[src/rtl/bisquare_s_shuf.sv]
//------------------------------------------------------------------------------
// Module   : bisquare_s_shuf
// Brief    : Bipolar stochastic squarer (XNOR against an LFSR-shuffled history)
// Revision : 1.0 - initial release
//------------------------------------------------------------------------------
`default_nettype none

module bisquare_s_shuf #(
  parameter int         DEP  = 3,
  parameter logic [7:0] SEED = 8'hA5
) (
  input  logic clk,
  input  logic rst,
  input  logic in_valid,
  input  logic in,
  output logic out_valid,
  output logic out
);

  localparam int c_ENTRIES = 1 << DEP;
  // Bipolar-zero preload: entry i holds i[0], i.e. 0,1,0,1,... from index 0.
  localparam logic [c_ENTRIES-1:0] c_PRELOAD = {(c_ENTRIES/2){2'b10}};

  logic [7:0]           r_lfsr;
  logic [c_ENTRIES-1:0] r_buf;

  logic                 w_fb;
  logic [DEP-1:0]       w_idx;
  logic                 w_old;

  assign w_fb  = r_lfsr[7] ^ r_lfsr[5] ^ r_lfsr[4] ^ r_lfsr[3];
  assign w_idx = r_lfsr[DEP-1:0];
  assign w_old = r_buf[w_idx];

  always_ff @(posedge clk) begin
    if (rst) begin
      r_lfsr    <= SEED;
      r_buf     <= c_PRELOAD;
      out       <= 1'b0;
      out_valid <= 1'b0;
    end else if (in_valid) begin
      // XNOR uses the entry before it is replaced by the incoming bit.
      out          <= ~(in ^ w_old);
      r_buf[w_idx] <= in;
      r_lfsr       <= {r_lfsr[6:0], w_fb};
      out_valid    <= 1'b1;
    end else begin
      out_valid <= 1'b0;
    end
  end

endmodule

`default_nettype wire

[config.mk]
export PLATFORM = sky130hd
export DESIGN_NAME = bisquare_s_shuf
export DESIGN_NICKNAME = d
export VERILOG_FILES = /design/src/rtl/bisquare_s_shuf.sv
export SDC_FILE = /design/constraint.sdc
export NUM_CORES = 1
export LEC_CHECK = 0
export ABC_AREA = 1
export BUFFER_PORTS_ARGS = -buffer_cell sky130_fd_sc_hd__buf_2
export CAP_MARGIN = 5
export CORE_MARGIN = 2
export CORE_UTILIZATION = 55
export DETAILED_ROUTE_END_ITERATION = 6
export PLACE_DENSITY = 0.74
export SLEW_MARGIN = 30
export SYNTH_ARGS = -nofsm -noshare
export SYNTH_HDL_FRONTEND = slang
export SYNTH_SLANG_ARGS = --single-unit
[constraint.sdc]
create_clock -name clk -period 2.1 [get_ports clk]
set_input_delay 0.42 -clock clk [delete_from_list [all_inputs] [get_ports clk]]
set_output_delay 0.42 -clock clk [all_outputs]
set_load 0.03 [all_outputs]
# ---- Word-level counts from Yosys, hierarchy flattened
# Cells that the tools add are included.
dict set report word_totals {
  register_bits 18
  romBits 0
  inputBits 4
  output_inout_bits 2
  wordCells 18
  ramBits 0
  mem_count 0
  latchBits 0
}
dict set report classes {
  eq_ne 0
  n_mux 6
  shifts 0
  addsub 0
  div_mod_pow 0
  n_reduce_logical 1
  bitwise_logic 5
  n_mul 0
  magnitude_cmp 2
}
# cell n
set ops {}
lappend ops {{$bwmux 8} 1}
lappend ops {{$lt 3x4->1 const B} 1}
lappend ops {{$xor 1x1->1} 4}
lappend ops {{$bmux 1 s3} 1}
lappend ops {{$demux 1 s3} 1}
lappend ops {{$ge 3x1->1 const B} 1}
lappend ops {{$mux 1} 3}
lappend ops {{$logic_and 1x1->1} 1}
lappend ops {{$not 1->1} 1}

# ---- Depth between registers and ports, before layout
dict set report depth {
  ltp_word 5
  mapped_depth 10
}

# ---- Worst setup path after synthesis
# OpenSTA, ideal clock, no wires.
dict set report synth_timing {
  path_type {reg-to-reg}
  start {register r_lfsr[0]}
  end {register out}
  n_path_buf 1
  t_arrival_ns 0.928
  period_less_slack_ns 1.037
  path_slack_ns 1.063
  setup_time_ns 0.109
  path_stages_with_launch 10
  cell_sequence {dfxtp_1 > buf_6 > clkinv_2 > nand2_1 > nand3_1 > nand2_1 > o21ai_0 > nand3_1 > nand2_1 > inv_1}
}
dict set report synth_between {
  elab_chain_len 4
}
# item line
set synth_lines {}
lappend synth_lines {{start: declaration} 24} ;# logic [7:0] r_lfsr;
lappend synth_lines {{start signal: assignment} 45} ;# r_lfsr <= {r_lfsr[6:0], w_fb};
lappend synth_lines {{$bmux 1 s3} 33} ;# assign w_old = r_buf[w_idx];
lappend synth_lines {{$mux 1 (implied by the code)} 33}
lappend synth_lines {{$xor 1x1->1} 43} ;# out <= ~(in ^ w_old);
lappend synth_lines {{$not 1->1} 43}
lappend synth_lines {{end signal: assignment} 43}
lappend synth_lines {{end: declaration} 17} ;# output logic out
# Every way passes these cells. The select of a mux whose other input is x is not followed.
# A chain may end at the register's enable or synchronous reset.

# ---- Final worst setup path
dict set report layout_timing {
  start {register out}
  end {output port out}
}
# No word-level cell between the ends.

==> reports/qor.txt <==
Required @ worst endpoint -> 1.68 ns
total CTS buffers -> 3
first-pass GRT wire length -> 2.51 mm
top-area cell type share of the netlist area -> 43.5%
cells after synthesis -> 111
core box area -> 1450 um2
Avg Vias per Cell -> 4.97
synth top area cells -> dfxtp_1, nand2_1, o21ai_0
CTS max path bufs -> 2
sequential share of the synthesized area -> 43.5%
critical-path maximum fanout -> 2
H-tree depth -> 1
final setup fails -> 0
post-CTS resize count -> 0
Worst Hold Depth -> 2
via count -> 656
clk_lat worst skew -> 0.30 ns
Least-Margin Pin Slew -> 0.320 ns
status -> finished clean
Worst path max stage delay -> 0.35 ns
Buf+Inv Stages, Crit Path -> 1
GPL Wtd Cong -> 0.885
vias in the first global route -> 595
PwrDens -> 812 nW/um2
MaxCap Viol Count -> 0
boundary pin count -> 6
number of synthesis warnings -> 0
Setup Buffers After CTS -> 0
Slew HR -> 78.6%
area of the multi-input gates -> 357 um2
Port Buf Inserts -> 5
Post-synth ARST share -> 0%
hold path start -> rst
RSZ-0062 raised after global routing -> no
CP cell instances -> buf_2
CP startpoint kind -> register
Final nets -> 121
most common cell in the netlist -> nand2_1
Top Layer Used -> met4
Antenna Cells -> 0
fmax -> 792 MHz
Cell Area, Synth -> 828 um2
Hold Path Class -> input pin to register
Final Hold Viols -> 0
Post-CTS Hold Buffers -> 0
Final Critical Period -> 1.26 ns
nature of the critical path endpoint -> output pin
Reg2Reg Setup Slack -> 0.86 ns
Post-synth EDFFs -> 0
gr ovfl total -> 0
GRT Total Usage -> 18.8%
DPL Wire Length -> 1.08 mm
final worst-path cycle share -> 60.1%
largest net degree at the start of global routing -> 13
antenna violations before repair -> 0
Hold Crit Endpoint -> out_valid$_SDFF_PP0_
Levels on crit path -> 1
VDD IR max -> 0.491 mV
1st-pass router iterations -> 4
worst r2r src -> r_lfsr[0]$_SDFFE_PP1P_
clock root buffer -> clkbuf_4
Clk pin slew, worst setup/hold paths -> 0.10 ns
skew final -> 0.00178 ns
Commonest cells post-synth -> nand2_1, dfxtp_1, inv_1, o21ai_0, nor2_1
Area Growth Syn to Fin -> 5.14%
layout cells sized above 1 -> 16.4%
Slew Viols, Final -> 0
WS Path Type -> register to output pin
met2 wire length -> 611 um
die area -> 1830 um2
final wirelength -> 1.47 mm
Netlist cell types -> 20
Main synth FF type -> dfxtp_1
TritonCTS clock tree -> done
slowest stage cell, crit path -> dfxtp_1
violation count after the first detailed-route iteration -> 21
Reg2Reg Depth -> 9
Reg area -> 360 um2
Final TNS setup -> 0 ns
critical path data arrival time -> 0.84 ns
CTS Sinks -> 18
Initial Utilization -> 57.0%
die span in y -> 42.8 um
post-layout util -> 59.9%
die width -> 42.8 um
# fillers -> 152
Net Count, Synth -> 115
cell taking the most area after synthesis -> dfxtp_1
Rows -> 14
# DRC -> 0
met3 wire len -> 46 um
number of synthesized register bits -> 18
Lkg Pwr -> 0.404 nW
routed len/inst -> 11.1 um
Detail Route Antenna Nets -> 0
syn_area_per_cell -> 7.46 um2
Post-Route M1 WL -> 764 um
CP top delay family -> flip-flops
RR Endpoint -> out$_SDFFE_PP0P_
## registers in the layout (all words and copies together) (netlist names)
name,flops
out_valid,1
r_lfsr,8
out,1
r_buf,8
## power breakdown
group	internal [W]	switching [W]	total, W
Sequential	0.000364	0.0000197	0.000384
Combinational	0.0000391	0.0000696	0.000109
Clock	0.000106	0.000109	0.000215
Total	0.000509	0.000198	0.000708
## metrics by stage
step | total power, W | hold WS [ns] | setup WS (ns) | instance area, um2 | cells
finish | 0.000708 | 0.390 | 0.837 | 871 | 132
global route | 0.000746 | 0.404 | 0.689 | 871 | 132
CTS | 0.000710 | 0.391 | 0.836 | 871 | 132
detailed placement | 0.000500 | 0.452 | 0.785 | 835 | 128
global placement | 0.000498 | 0.459 | 0.783 | 835 | 128
floorplan | 0.000484 | 0.429 | 1.06 | 828 | 111
## worst reg2reg max path: stages (launching register included)
cell      delay [ns]
dfxtp_1         0.52
clkinv_2        0.13
nand2_1         0.08
nand3_1         0.09
nand2_2         0.08
nor2_1          0.04
nand2_1         0.05
nand3_1         0.07
nand2_1         0.07
inv_1           0.04
## cells in the final DEF, fill, tap and decap left out
master	instances
nand2_1	20
dfxtp_1	18
inv_1	14
o21ai_0	13
nor2_1	10
a21oi_1	8
nand3_1	6
buf_2	5
inv_2	4
o311ai_1	3
clkbuf_4	3
xor2_1	2
nor2_2	2
nor2_4	1
a211oi_1	1
xnor2_1	1
a311oi_1	1
clkinv_2	1
nand3_2	1
nand2_2	1
clkbuf_8	1
## routing by layer
layer | vias to the layer above | GRT usage [%]
met5 | - | 0
met4 | 0 | 11.3
met3 | 5 | 5.11
met2 | 10 | 27.3
met1 | 277 | 24.7
li1 | 364 | -
## cell families after synthesis
logic type	Yosys count	synth area share, %
compound gates	26	17.8
buf+inv	23	13.4
simple gates	41	22.1
flops	18	43.5
xor+xnor	3	3.17
## cell type report
cell class / count / area share, %
clock buffer: 4 / 4.17
inverter: 19 / 8.33
multi-input combinational: 70 / 40.9
sequential: 18 / 41.4
tap: 16 / 2.30
timing repair buffer: 5 / 2.87
## how the worst max path moves through the flow
stage                                 end              startpoint
floorplan                out$_SDFFE_PP0P_  r_lfsr[0]$_SDFFE_PP1P_
global placement    r_buf[0]$_SDFFE_PP0P_                in_valid
detailed placement  r_buf[2]$_SDFFE_PP0P_                in_valid
CTS                                   out        out$_SDFFE_PP0P_
global route             out$_SDFFE_PP0P_  r_lfsr[0]$_SDFFE_PP1P_
finish                                out        out$_SDFFE_PP0P_
(Power assumes the default switching activity.)
